`src/rtl/rtlola_event_scheduler.sv`:
```
// rtl/rtlola_event_scheduler.sv - event capture queue and layered evaluation sequencer
//
// Purpose: every enabled cycle that carries a stream strobe or a periodic tick
// is captured as one record into a small FIFO. A two-state sequencer pops one
// record at a time and presents it to the evaluator for LAYERS handshakes.
//
// Ports:
//   clk, rst (sync, active-high), en (clock enable / full freeze)
//   input_0/1, new_input_0/1   : stream values and event strobes
//   eval_ready                 : evaluator accepts the current layer
//   ev_valid, ev_layer         : layer request and its index
//   ev_input_0/1, ev_new_0/1,
//   ev_periodic, ev_timestamp  : fields of the record under evaluation
//   q_push, q_push_valid       : capture request / accepted into FIFO
//   q_pop, q_pop_valid         : dequeue request / record taken
//   overflow                   : sticky, a record was dropped on a full FIFO
module rtlola_event_scheduler #(
  parameter int DATA_W = 64,
  parameter int TS_W   = 32,
  parameter int PERIOD = 500,
  parameter int DEPTH  = 4,
  parameter int LAYERS = 3
) (
  input  logic                                          clk,
  input  logic                                          rst,
  input  logic                                          en,
  input  logic [DATA_W-1:0]                             input_0,
  input  logic                                          new_input_0,
  input  logic [DATA_W-1:0]                             input_1,
  input  logic                                          new_input_1,
  input  logic                                          eval_ready,
  output logic                                          ev_valid,
  output logic [((LAYERS > 1) ? $clog2(LAYERS) : 1)-1:0] ev_layer,
  output logic [DATA_W-1:0]                             ev_input_0,
  output logic [DATA_W-1:0]                             ev_input_1,
  output logic                                          ev_new_0,
  output logic                                          ev_new_1,
  output logic                                          ev_periodic,
  output logic [TS_W-1:0]                               ev_timestamp,
  output logic                                          q_push,
  output logic                                          q_pop,
  output logic                                          q_push_valid,
  output logic                                          q_pop_valid,
  output logic                                          overflow
);

  localparam int LW    = (LAYERS > 1) ? $clog2(LAYERS) : 1;
  localparam int PW    = $clog2(PERIOD);
  localparam int AW    = $clog2(DEPTH);
  localparam int REC_W = 2 * DATA_W + 3 + TS_W;

  typedef enum logic {IDLE = 1'b0, EVAL = 1'b1} state_t;

  state_t              state_q, state_d;
  logic [TS_W-1:0]     ts_q;
  logic [PW-1:0]       per_q;
  logic                tick;
  logic [LW-1:0]       layer_q;
  logic                ovf_q;

  // Pointers carry one extra wrap bit so full and empty are distinguishable.
  logic [AW:0]         wr_ptr_q, rd_ptr_q;
  logic [REC_W-1:0]    mem_q [DEPTH];
  logic [REC_W-1:0]    rec_in, head;
  logic                full, empty;

  logic [DATA_W-1:0]   ev_in0_q, ev_in1_q;
  logic                ev_new0_q, ev_new1_q, ev_per_q;
  logic [TS_W-1:0]     ev_ts_q;

  assign tick   = (per_q == PW'(PERIOD - 1));
  assign full   = (wr_ptr_q[AW] != rd_ptr_q[AW]) && (wr_ptr_q[AW-1:0] == rd_ptr_q[AW-1:0]);
  assign empty  = (wr_ptr_q == rd_ptr_q);
  assign rec_in = {input_0, input_1, new_input_0, new_input_1, tick, ts_q};
  assign head   = mem_q[rd_ptr_q[AW-1:0]];

  // Full is judged on the pre-pop occupancy, so a push into a full FIFO is
  // dropped even if a pop frees a slot in the same cycle.
  assign q_push       = en && !rst && (new_input_0 || new_input_1 || tick);
  assign q_push_valid = q_push && !full;
  assign q_pop_valid  = q_pop && !empty;
  assign overflow     = ovf_q;

  assign ev_input_0   = ev_in0_q;
  assign ev_input_1   = ev_in1_q;
  assign ev_new_0     = ev_new0_q;
  assign ev_new_1     = ev_new1_q;
  assign ev_periodic  = ev_per_q;
  assign ev_timestamp = ev_ts_q;

  // Timestamp and period counters advance together, so the first tick lands
  // at timestamp PERIOD-1.
  always_ff @(posedge clk) begin
    if (rst) begin
      ts_q  <= '0;
      per_q <= '0;
    end else if (en) begin
      ts_q  <= ts_q + TS_W'(1);
      per_q <= tick ? '0 : per_q + PW'(1);
    end
  end

  always_ff @(posedge clk) begin
    if (q_push_valid) begin
      mem_q[wr_ptr_q[AW-1:0]] <= rec_in;
    end
  end

  always_ff @(posedge clk) begin
    if (rst) begin
      wr_ptr_q <= '0;
      rd_ptr_q <= '0;
      ovf_q    <= 1'b0;
    end else begin
      if (q_push_valid) wr_ptr_q <= wr_ptr_q + (AW+1)'(1);
      if (q_pop_valid)  rd_ptr_q <= rd_ptr_q + (AW+1)'(1);
      if (q_push && full) ovf_q <= 1'b1;
    end
  end

  // Record under evaluation and layer index.
  always_ff @(posedge clk) begin
    if (rst) begin
      ev_in0_q  <= '0;
      ev_in1_q  <= '0;
      ev_new0_q <= 1'b0;
      ev_new1_q <= 1'b0;
      ev_per_q  <= 1'b0;
      ev_ts_q   <= '0;
      layer_q   <= '0;
    end else if (q_pop_valid) begin
      ev_in0_q  <= head[REC_W-1 -: DATA_W];
      ev_in1_q  <= head[REC_W-DATA_W-1 -: DATA_W];
      ev_new0_q <= head[TS_W+2];
      ev_new1_q <= head[TS_W+1];
      ev_per_q  <= head[TS_W];
      ev_ts_q   <= head[TS_W-1:0];
      layer_q   <= '0;
    end else if (en && state_q == EVAL && eval_ready) begin
      layer_q <= (layer_q == LW'(LAYERS - 1)) ? '0 : layer_q + LW'(1);
    end
  end

  always_ff @(posedge clk) begin
    if (rst) state_q <= IDLE;
    else     state_q <= state_d;
  end

  always_comb begin
    state_d = state_q;
    if (state_q == IDLE) begin
      if (q_pop_valid) state_d = EVAL;
    end else begin
      if (en && eval_ready && layer_q == LW'(LAYERS - 1)) state_d = IDLE;
    end
  end

  always_comb begin
    q_pop    = 1'b0;
    ev_valid = 1'b0;
    ev_layer = '0;
    if (state_q == EVAL) begin
      ev_valid = 1'b1;
      ev_layer = layer_q;
    end else if (en && !rst) begin
      q_pop = 1'b1;
    end
  end

endmodule

```
`config.mk`:
```
export PLATFORM = sky130hd
export DESIGN_NAME = rtlola_event_scheduler
export DESIGN_NICKNAME = d
export VERILOG_FILES = /design/src/rtl/rtlola_event_scheduler.sv
export SDC_FILE = /design/constraint.sdc
export NUM_CORES = 1
export LEC_CHECK = 0
export ABC_CLOCK_PERIOD_IN_PS = 5800
export CAP_MARGIN = 25
export CELL_PAD_IN_SITES_DETAIL_PLACEMENT = 1
export CELL_PAD_IN_SITES_GLOBAL_PLACEMENT = 2
export CORE_UTILIZATION = 38
export DETAILED_ROUTE_END_ITERATION = 16
export PLACE_DENSITY = 0.77
export SYNTH_ARGS = -nofsm -noshare
export SYNTH_HDL_FRONTEND = slang
export SYNTH_SLANG_ARGS = --single-unit
export TNS_END_PERCENT = 20
```
`constraint.sdc`:
```
create_clock -name clk -period 5.8 [get_ports clk]
set_input_delay 0.58 -clock clk [delete_from_list [all_inputs] [get_ports clk]]
set_output_delay 0.58 -clock clk [all_outputs]
set_load 0.03 [all_outputs]
```
; ---- Word-level counts from Yosys, hierarchy flattened
; Memories as Yosys holds them, arrays and structs flattened. A register that Yosys moved wholly into a read port is not among the register bits.
; Cells that the tools add are included.
[classes]
add_sub_neg = 5
eq_ne = 5
muxes = 11
reduce_logical = 16
[op_table]
columns = op, n
row1 = $add 32x1->32 const B, 1
row2 = $logic_and 1x1->1, 10
row3 = $add 9x1->9 const B, 1
row4 = $eq 9x9->1 const B, 1
row5 = $mux 9, 1
row6 = $mux 1, 8
row7 = $add 3x1->3 const B, 2
row8 = $mux 2, 2
row9 = $eq 3x3->1, 1
row10 = $logic_not 1->1, 3
row11 = $add 2x1->2 const B, 1
row12 = $eq 2x2->1, 1
row13 = $eq 2x2->1 const B, 1
row14 = $logic_or 1x1->1, 2
row15 = $reduce_or 2->1, 1
row16 = $ne 1x1->1, 1
[totals]
regBits = 51
ramBits = 652
elab_cells = 45
mem_count = 1
[memory_table]
columns = name, depth, width, rd, rd_ports_with_merged_regs, wr, line
row1 = mem_q, 4, 163, 1, 1, 1, 63  ; logic [REC_W-1:0] mem_q [DEPTH];

; ---- Logic depth before layout (Yosys ltp)
; Gate-level depths: netlist of run 1.
[depth]
depth_word = 7
ltp_mapped = 8

; ---- Worst setup path after synthesis of run 1
; OpenSTA, ideal clock, no wires.
[synth_path]
path_type = in2reg
startpoint = input en
endpoint = register wr_ptr_q[2]
setup_time_ns = 0.317
arrival_time_ns = 5.320
required_time_ns = 5.483
path_slack_ns = 0.164
cell_stages = 5
n_path_buf = 1
cell_sequence = clkbuf_1 -> nor2b_1 -> o31a_1 -> and3_1 -> mux2i_1
[synth_via]
elab_chain_cells = 3
[synth_lines]
columns = item, line
row1 = from (decl), 26  ; input logic en,
row2 = $logic_and 1x1->1 (2 in series), 79  ; assign q_push = en && !rst && (new_input_0 || new_input_1 || tick);
row3 = $logic_and 1x1->1, 80  ; assign q_push_valid = q_push && !full;
row4 = to (signal assigned), 115  ; if (q_push_valid) wr_ptr_q <= wr_ptr_q + (AW+1)'(1);
row5 = to (decl), 62  ; logic [AW:0] wr_ptr_q, rd_ptr_q;
; No other way between the ends.
; A chain may end at the register's enable or synchronous reset.

; ---- Worst setup path in the final report of run 1
[layout_path]
startpoint = register rd_ptr_q[1]
endpoint = output q_pop_valid
[layout_via]
elab_chain_cells = 3
[layout_lines]
columns = item, line
row1 = from (decl), 62
row2 = from (signal assigned), 116  ; if (q_pop_valid) rd_ptr_q <= rd_ptr_q + (AW+1)'(1);
row3 = $eq 3x3->1, 73  ; assign empty = (wr_ptr_q == rd_ptr_q);
row4 = $logic_not 1->1, 81  ; assign q_pop_valid = q_pop && !empty;
row5 = $logic_and 1x1->1, 81
row6 = to (decl), 43  ; output logic q_pop_valid,
; No other way between the ends.

==> results.py, run 1 <==
metrics = {
    "clock_network": {
        "clk_latency_ps": 640,
        "postCtsSetupBuffers": 0,
        "cts_tree": "built",
        "ctsLongestPathBuffers": 3,
        "clkSlewWorstSetupHoldPaths_ps": 60,
        "cts_root_buffer": "clkbuf_16",
        "hold_buffers": 0,
        "numCtsBuffers": 92,
        "htreeDepth": 3,
        "clock-sinks": 866,
        "postCtsResizedCells": 0,
    },
    "sta": {
        "worstMarginPinSlew_ps": 1130,
        "finalWorstSetupSlack_ps": 1750,
        "max_freq_mhz": 247,
        "finalSetupViolations": 0,
        "tns_ps": 0,
        "hold_viol_final": 0,
        "finClkSkew_ps": 20.6,
        "period_share_pct": 69.9,
        "finalCriticalPeriod_ps": 4050,
        "relSlewSlack_pct": 24.7,
        "rsz0062_at_grt": "false",
        "slew_violations": 0,
    },
    "worst_setup_path": {
        "cp.arrival_ps": 3470,
        "path_delay_family": "buffers and inverters",
        "cp_cell_sequence": "xor2_1 -> o31ai_4 -> inv_6 -> clkdlybuf4s50_1",
        "max_stage_delay_ps": 880,
        "crit_required_ps": 5220,
        "critPathMaxFanout": 77,
        "crit_path_end_kind": "primary output",
        "start_kind": "flop",
        "critical_path_class": "flop to primary output",
        "worst_path_max_delay_cell": "dfxtp_4",
        "path_buf_inv": 2,
    },
    "route": {
        "drt_iter0_drc": 866,
        "wl_mm": 72.5,
        "firstDrtPassIters": 4,
        "drc": 0,
        "vias_per_cell": 5.11,
        "ant_nets": 0,
        "post_drt_wl_per_cell_um": 21.9,
        "num_vias": 16900,
    },
    "floorplanning": {
        "initial_core_util_pct": 38.3,
        "ioPinCount": 305,
        "die_area_um2": 83900,
        "die_y_um": 290,
        "floorplan.rows": 105,
        "dieWidth_um": 290,
        "core_um2": 82000,
    },
    "logic_synthesis": {
        "yosysWarningCount": 0,
        "synth_edf_count": 652,
        "syn_area_per_cell_um2": 17.0,
        "synthFlopType": "edfxtp_1",
        "synthCells": 1845,
        "yosysUniqueCellTypes": 43,
        "syn_area_um2": 31400,
        "syn_nets": 1986,
        "async_flop_share_pct": 0,
        "synth-seq-cells": 866,
        "synth.yosys.seq_area_share_pct": 75.9,
    },
    "place": {
        "dpl_worst_slack_ps": 1920,
        "dpl_cell_area_um2": 35700,
        "hpwl_mm": 40.3,
        "io_buffers": 304,
        "globalplace.congestion": 0.717,
    },
    "grt": {
        "grt_pass1_vias": 18600,
        "grt_overflow": 0,
        "grt_max_degree": 166,
        "antenna_found_initial": 13,
        "grtUsageTotal_pct": 17.5,
        "grt_pass1_wl_mm": 110,
    },
    "power_and_ir_drop": {
        "powerDensity_nw_per_um2": 344,
        "ir_worst_vdd_v": 0.000243,
        "leakage_uw": 0.0121,
    },
    "finish": {
        "nets": 2302,
        "stdcell_area_um2": 38700,
        "drive_gt1_share_pct": 15.1,
        "areaGrowthSynthToFinish_pct": 23.1,
        "n_fill_cell": 7836,
    },
    "status": {
        "status": "finished clean",
    },
    "flow_run": {
        "drv_cap": 0,
    },
    "worst_hold_path": {
        "hold_class": "primary input to flop",
    },
}
## worst paths after layout
path,from,end,slack [ps],depth (start not counted)
setup / recovery,rd_ptr_q[1],q_pop_valid,1750,4
hold / removal,rst,ts_q[3],360,2
setup reg to reg,rd_ptr_q[1],mem_q[1][32],2470,4
hold reg to reg,ev_input_0[61],ev_input_0[61],450,2
## through the flow
step / hold slack, ps / instances / power (uW) / util [%]
finish: 359 / 3314 / 13300 / 47.2
global route: 357 / 3314 / 13700 / 47.2
CTS: 343 / 3308 / 13500 / 47.2
detailed placement: 450 / 3137 / 7740 / 43.5
global placement: 443 / 3136 / 7710 / 43.5
floorplan: 471 / 1845 / 7390 / -
## registers in the layout (all words and copies together) (netlist names), 2 cells and up
register      count
rd_ptr_q          3
mem_q           652
per_q             9
layer_q           2
wr_ptr_q          3
ts_q             32
ev_input_1       64
ev_input_0       64
ev_timestamp     32
## worst register-to-register path: cells and delay by family, from the launching register on
family / cells / cell delay [ps]
flip-flops: 1 / 880
AO/OA/AOI/OAI: 1 / 310
buffers and inverters: 1 / 690
AND/OR/NAND/NOR: 1 / 560
XOR/XNOR: 1 / 440
## cell type report
cell class,instances,area (um^2),share of cell area (%)
repair buffers,324,3310,8.56
diodes,6,15.0,0.0388
flip-flops and latches,866,23900,61.7
clock buffers,135,2640,6.81
well taps,1070,1340,3.46
inverters,9,38.8,0.100
multi-input cells,868,7130,18.4
clock inverters,36,332,0.857
## layer usage
| metal | vias to the layer above | share of wire, % | routed length (um) | global-route usage [%] |
|---|---|---|---|---|
| met4 | 14 | 1.8 | 1340 | 5.48 |
| met1 | 8791 | 41 | 29900 | 21.0 |
| met2 | 343 | 51 | 36800 | 30.3 |
| met3 | 105 | 6.1 | 4420 | 4.76 |
| met5 | - | 0.13 | 97 | 0 |
| li1 | 7682 | - | - | - |
## power breakdown
group	total, uW	switching (uW)	internal (uW)
registers	6850	61.7	6790
clock network	5700	2370	3340
logic	745	416	329
## placed cells by master, fill, tap and decap left out, types with 5 or more instances in the layout
master / synthesis / routed
nand4_1: 11 / 11
mux2_2: 5 / 5
edfxtp_1: 652 / 652
a21oi_1: 181 / 181
nor2_1: 34 / 34
diode_2: 0 / 6
xor2_1: 16 / 16
clkbuf_8: 0 / 16
xnor2_1: 10 / 10
or4_1: 8 / 8
mux4_2: 163 / 163
buf_12: 0 / 9
clkinv_1: 0 / 7
clkbuf_1: 70 / 27
nor2b_1: 6 / 6
nor4_1: 8 / 8
buf_4: 0 / 11
o31ai_1: 10 / 10
inv_1: 8 / 8
nor3_1: 7 / 7
nand3_1: 19 / 19
nand2_1: 340 / 340
clkdlybuf4s50_1: 0 / 303
ha_1: 7 / 7
clkbuf_16: 0 / 93
clkinv_2: 0 / 15
o21ai_0: 5 / 5
dfxtp_1: 214 / 212
## synthesized netlist by cell type, types with 10 or more instances
library cell / number / area share (%)
dfxtp_1: 214 / 14
edfxtp_1: 652 / 62
xnor2_1: 10 / 0.28
o31ai_1: 10 / 0.24
nand3_1: 19 / 0.30
clkbuf_1: 70 / 0.84
buf_2: 29 / 0.46
xor2_1: 16 / 0.45
nand2_1: 340 / 4.1
nor2_1: 34 / 0.41
mux4_2: 163 / 12
a21oi_1: 181 / 2.9
nand4_1: 11 / 0.22
## kinds of logic after synthesis
| family | Yosys count | synth area share [%] |
|---|---|---|
| xor gates and xnor gates | 26 | 0.725 |
| muxes | 172 | 12.0 |
| buffers and inverters | 111 | 1.47 |
| and+or+nand+nor | 460 | 6.24 |
| DFF | 866 | 75.9 |
| AOI/OAI and AO/OA | 203 | 3.38 |
| adders and majority gates | 7 | 0.279 |
Power figures use the tool's default switching activity.
==> inputs of run 2 (changes only) <==
--- a/config.mk
+++ b/config.mk
@@ -5,7 +5,7 @@
 export SDC_FILE = /design/constraint.sdc
 export NUM_CORES = 1
 export LEC_CHECK = 0
-export ABC_CLOCK_PERIOD_IN_PS = 5800
+export ABC_CLOCK_PERIOD_IN_PS = 3600
 export CAP_MARGIN = 25
 export CELL_PAD_IN_SITES_DETAIL_PLACEMENT = 1
 export CELL_PAD_IN_SITES_GLOBAL_PLACEMENT = 2
==> constraint.sdc (replaced) <==
create_clock -name clk -period 3.6 [get_ports clk]
set_input_delay 0.36 -clock clk [delete_from_list [all_inputs] [get_ports clk]]
set_output_delay 0.36 -clock clk [all_outputs]
set_load 0.03 [all_outputs]
==> run 2 against run 1 <==
Against the previous run: die area unchanged; sequential power grew 61%; global-route usage rose by 0.084 points; clock power is 69% higher; sequential share of layout area fell by 0.52 points.
==> results.py, run 2 (synthesized netlist as in run 1, its figures left out) <==
metrics = {
    "sta": {
        "hold_viol_final": 0,
        "max_freq_mhz": 300,
        "relSlewSlack_pct": 32.8,
        "finalSetupViolations": 0,
        "fin_hold_ws_ps": 128,
        "worstMarginPinSlew_ps": 1010,
        "finalWorstSetupSlack_ps": 270,
        "slew_violations": 0,
        "rsz0062_at_grt": "false",
        "period_share_pct": 92.5,
        "finClkSkew_ps": 22.8,
        "finalCriticalPeriod_ps": 3330,
    },
    "worst_setup_path": {
        "crit_path_end_kind": "primary output",
        "critPathMaxFanout": 8,
        "cp.arrival_ps": 2970,
        "path_delay_family": "buffers and inverters",
        "timing.reg2reg.setup_slack_ps": 920,
        "cp_cell_sequence": "ha_1 -> nand4_1 -> o21ai_1 -> and2_1 -> clkdlybuf4s50_1",
        "r2r_cells": 5,
        "worst_path_max_delay_cell": "clkdlybuf4s50_1",
        "critical_path_class": "flop to primary output",
        "max_stage_delay_ps": 690,
        "start_kind": "flop",
        "r2r-end": "mem_q[1][93]",
        "crit_required_ps": 3240,
        "r2r-start": "per_q[0]",
        "path_buf_inv": 1,
    },
    "floorplanning": {
        "dieWidth_um": 290,
        "floorplan.rows": 105,
        "core_um2": 82000,
        "die_area_um2": 83900,
        "die_y_um": 290,
        "ioPinCount": 305,
        "initial_core_util_pct": 38.3,
    },
    "clock_network": {
        "htreeDepth": 3,
        "clk_latency_ps": 640,
        "clock-sinks": 866,
        "cts_tree": "built",
        "clkSlewWorstSetupHoldPaths_ps": 60,
        "cts_root_buffer": "clkbuf_16",
        "numCtsBuffers": 93,
        "ctsLongestPathBuffers": 3,
        "postCtsSetupBuffers": 0,
        "postCtsResizedCells": 0,
        "hold_buffers": 0,
    },
    "worst_hold_path": {
        "hold_end": "ev_timestamp[22]",
        "worstHoldStart": "rst",
        "hold_path_depth": 2,
        "hold_class": "primary input to flop",
    },
    "place": {
        "dpl_cell_area_um2": 35900,
        "hpwl_mm": 42.5,
        "dpl_worst_slack_ps": 850,
        "globalplace.congestion": 0.745,
        "io_buffers": 304,
    },
    "route": {
        "post_drt_wl_per_cell_um": 22.1,
        "wl_mm": 73.5,
        "firstDrtPassIters": 5,
        "vias_per_cell": 5.14,
        "drc": 0,
        "drt_iter0_drc": 1060,
        "ant_nets": 0,
        "num_vias": 17100,
    },
    "finish": {
        "num_antenna_cells": 0,
        "stdcell_area_um2": 39000,
        "areaGrowthSynthToFinish_pct": 24.1,
        "layout_common_cells": "edfxtp_1, nand2_1, clkdlybuf4s50_1",
        "final_util_pct": 47.6,
        "drive_gt1_share_pct": 15.8,
        "nets": 2312,
        "layout_commonest_cell": "edfxtp_1",
        "largest_reg_flops": 652,
    },
    "power_and_ir_drop": {
        "p_int_uw": 17100,
        "leakage_uw": 0.0122,
        "comb_power_share_pct": 5.6,
        "power_uw": 21900,
        "seqPwrFrac_pct": 50.4,
        "powerDensity_nw_per_um2": 561,
        "p_switching_uw": 4720,
        "switching_share_pct": 21.6,
        "ir_worst_vdd_v": 0.000353,
        "pwr-share-clk_pct": 44.0,
    },
    "grt": {
        "grt_pass1_vias": 18700,
        "grt_pass1_wl_mm": 111,
        "grt_overflow": 0,
        "antenna_found_initial": 9,
        "grtUsageTotal_pct": 17.5,
        "grt_max_degree": 166,
    },
    "flow_run": {
        "drv_cap": 0,
    },
    "status": {
        "status": "finished clean",
    },
}
[run 2: changes by cell type in the layout (fill, tap and decap cells not counted), moves of 2 or more]
cell,previous run,this run
buf_12,9,18
clkinv_16,0,2
bufinv_16,4,8
clkbuf_1,27,18
clkinv_2,15,17
clkinv_1,7,12
diode_2,6,0
[run 2: through the flow]
stage          setup TNS, ps  instances
6_report                   0       3320
5_1_grt                    0       3320
4_1_cts                    0       3320
3_5_place_dp               0       3146
3_3_place_gp               0       3146
2_1_floorplan        -924840       1845
[run 2: area by class of cell]
type                    count  area, um^2
fillers                  7859       43000
flip-flops and latches    866       23900
multi-input cells         868        7130
repair buffers            333        3480
clock buffers             126        2600
well taps                1070        1340
clock inverters            48         531
inverters                   9        38.8
[run 2: layer usage]
| layer | up-vias | wire, um | GRT usage (%) |
|---|---|---|---|
| met5 | - | 117 | 0 |
| met4 | 18 | 1310 | 4.82 |
| met3 | 113 | 3890 | 3.78 |
| met2 | 366 | 36300 | 29.5 |
| met1 | 8863 | 31800 | 22.9 |
| li1 | 7697 | - | - |
[run 2: power by group through the flow]
| stage | Sequential (uW) | Clock [uW] | Combinational (uW) |
|---|---|---|---|
| finish | 11000 | 9610 | 1220 |
| global route | 11000 | 10200 | 1320 |
| CTS | 11000 | 9840 | 1250 |
| detailed placement | 11200 | 0 | 1250 |
| global placement | 11200 | 0 | 1220 |
| floorplan | 11400 | 0 | 543 |
[run 2: worst max path at each step]
stage,from,endpoint,slack [ps],cells past startpoint
4_1_cts,per_q[0],q_push,210,5
3_3_place_gp,en,rd_ptr_q[0],880,7
5_1_grt,per_q[0],q_push,30,5
6_report,per_q[0],q_push,270,5
2_1_floorplan,per_q[0],mem_q[1][0],-1890,4
3_5_place_dp,en,mem_q[1][86],850,5
[run 2: worst register-to-register path, cell delays in order, from the launching register on]
cell	delay, ps
dfxtp_1	400
ha_1	250
nand4_1	230
o21ai_1	530
and3_4	550
buf_12	350
==> inputs of run 3 (changes only) <==
--- a/config.mk
+++ b/config.mk
@@ -9,8 +9,9 @@
 export CAP_MARGIN = 25
 export CELL_PAD_IN_SITES_DETAIL_PLACEMENT = 1
 export CELL_PAD_IN_SITES_GLOBAL_PLACEMENT = 2
-export CORE_UTILIZATION = 38
+export CORE_UTILIZATION = 42
 export DETAILED_ROUTE_END_ITERATION = 16
+export DONT_BUFFER_PORTS = 1
 export PLACE_DENSITY = 0.77
 export SYNTH_ARGS = -nofsm -noshare
 export SYNTH_HDL_FRONTEND = slang
==> run 3 against run 2 <==
Against the previous run: die area decreased by 9.5%; fmax increased by 8.7%; register-to-register slack got worse by 210 ps; critical endpoint is now q_pop_valid.
==> results.py, run 3 (synthesized netlist as in run 1, its figures left out) <==
metrics = {
    "status": {
        "status": "finished clean",
    },
    "grt": {
        "grt_pass1_wl_mm": 108,
        "grt_pass1_vias": 18000,
        "grt_overflow": 0,
        "grt_max_degree": 198,
        "antenna_found_initial": 14,
        "grtUsageTotal_pct": 19.1,
    },
    "floorplanning": {
        "ioPinCount": 305,
        "die_y_um": 276,
        "floorplan.rows": 99,
        "initial_core_util_pct": 42.8,
        "dieWidth_um": 276,
        "core_um2": 73500,
        "die_area_um2": 75900,
    },
    "place": {
        "hpwl_mm": 40.8,
        "globalplace.congestion": 0.751,
        "io_buffers": 0,
        "dp_cells": 2723,
        "dpl_worst_slack_ps": 811,
    },
    "worst_setup_path": {
        "crit_path_end_kind": "primary output",
        "critPathMaxFanout": 86,
        "cp.arrival_ps": 2700,
        "critical_path_class": "flop to primary output",
        "start_kind": "flop",
        "crit_required_ps": 3240,
    },
    "sta": {
        "hold_viol_final": 0,
        "finalWorstSetupSlack_ps": 536,
        "slew_violations": 0,
        "finClkSkew_ps": 41.9,
        "relSlewSlack_pct": 26.2,
        "worstMarginPinSlew_ps": 1110,
        "max_freq_mhz": 326,
        "finalCriticalPeriod_ps": 3060,
        "finalSetupViolations": 0,
        "period_share_pct": 85.1,
        "rsz0062_at_grt": "false",
    },
    "route": {
        "num_vias": 16600,
        "wl_mm": 72.1,
        "met2_length_mm": 35.5,
        "wl_met1_mm": 30.1,
        "maxUsedRoutingLayer": "met5",
        "met3_length_mm": 4.37,
        "drc": 0,
        "ant_nets": 0,
        "firstDrtPassIters": 5,
        "vias_per_cell": 5.46,
        "post_drt_wl_per_cell_um": 23.8,
        "drt_iter0_drc": 964,
    },
    "finish": {
        "n_fill_cell": 6845,
        "largest_reg_flops": 652,
        "final-seq-area_um2": 23900,
        "drive_gt1_share_pct": 16.1,
        "final_util_pct": 50.3,
        "final_cell_count_no_fill": 3036,
        "layout_common_cells": "edfxtp_1, nand2_1, dfxtp_1",
        "layout_commonest_cell": "edfxtp_1",
        "areaGrowthSynthToFinish_pct": 17.5,
        "multi_input_area_um2": 7130,
        "nets": 2137,
    },
    "power_and_ir_drop": {
        "p_int_uw": 16400,
        "leakage_uw": 0.0115,
        "powerDensity_nw_per_um2": 569,
        "power_uw": 21000,
        "comb_power_share_pct": 4.4,
        "p_switching_uw": 4570,
        "seqPwrFrac_pct": 53.2,
        "pwr-share-clk_pct": 42.5,
        "ir_worst_vdd_v": 0.000436,
        "switching_share_pct": 21.7,
    },
    "clock_network": {
        "cts_tree": "built",
        "ctsLongestPathBuffers": 3,
        "postCtsSetupBuffers": 0,
        "clock-sinks": 866,
        "numCtsBuffers": 89,
        "clkSlewWorstSetupHoldPaths_ps": 60,
        "postCtsResizedCells": 0,
        "cts_root_buffer": "clkbuf_16",
        "htreeDepth": 3,
        "clk_latency_ps": 640,
    },
    "worst_hold_path": {
        "hold_class": "primary input to flop",
    },
    "flow_run": {
        "drv_cap": 0,
    },
}
run 3: cell types whose count changed in the layout (fill, tap and decap cells not counted), moves of 3 or more:
| cell | previous run | this run |
|---|---|---|
| buf_4 | 12 | 6 |
| clkinv_2 | 17 | 12 |
| diode_2 | 0 | 6 |
| dlygate4sd3_1 | 0 | 139 |
| clkbuf_1 | 18 | 27 |
| bufinv_16 | 8 | 1 |
| buf_12 | 18 | 15 |
| clkdlybuf4s50_1 | 302 | 0 |
run 3: path summary, 6_finish.rpt:
kind	startpoint	cells after the start	end	slack, ps
min	en	3	ts_q[6]	60
max reg2reg	rd_ptr_q[0]	7	ev_new_1	710
max	rd_ptr_q[0]	4	q_pop_valid	540
min reg2reg	ts_q[5]	0	mem_q[0][5]	520
run 3: critical path, stage by stage, from the launching register on:
cell and delay, ps:
dfxtp_4 510, xor2_1 440, o31ai_4 130, inv_6 620, buf_12 320
run 3: layout make-up:
type | instances | area share, %
sequential | 866 | 64.6
multi-input combinational | 868 | 19.3
clock buffer | 133 | 7.06
timing repair buffer | 162 | 4.85
tap | 959 | 3.25
clock inverter | 33 | 0.755
inverter | 9 | 0.105
antenna | 6 | 0.0406
run 3: repair_timing:
| item | 4_1_cts | 5_1_grt |
|---|---|---|
| endpoints found under the hold margin | 728 | 0 |
| hold buffers | 140 | 0 |
| endpoints found under the setup margin | 0 | 0 |
run 3: power by group through the flow:
stage          sequential (uW)  combinational (uW)  clock, uW
2_1_floorplan            11400                 543          0
3_3_place_gp             11400                 682          0
3_5_place_dp             11400                 695          0
4_1_cts                  11200                 937       9150
5_1_grt                  11200                1000       9490
6_report                 11200                 923       8920
run 3: per-layer routing:
layer,track usage (%),up-vias
met5,0,-
met4,6.63,18
met3,4.87,140
met2,32.0,415
met1,24.1,8647
li1,-,7365
run 3: metrics by stage:
stage	hold slack, ps	TNS (ps)	area (um^2)
after floorplan	459	-924840	31400
after global placement	449	0	32600
after detailed placement	449	0	32600
after CTS	10.2	0	36900
after global routing	62.1	0	36900
final	60.2	0	36900
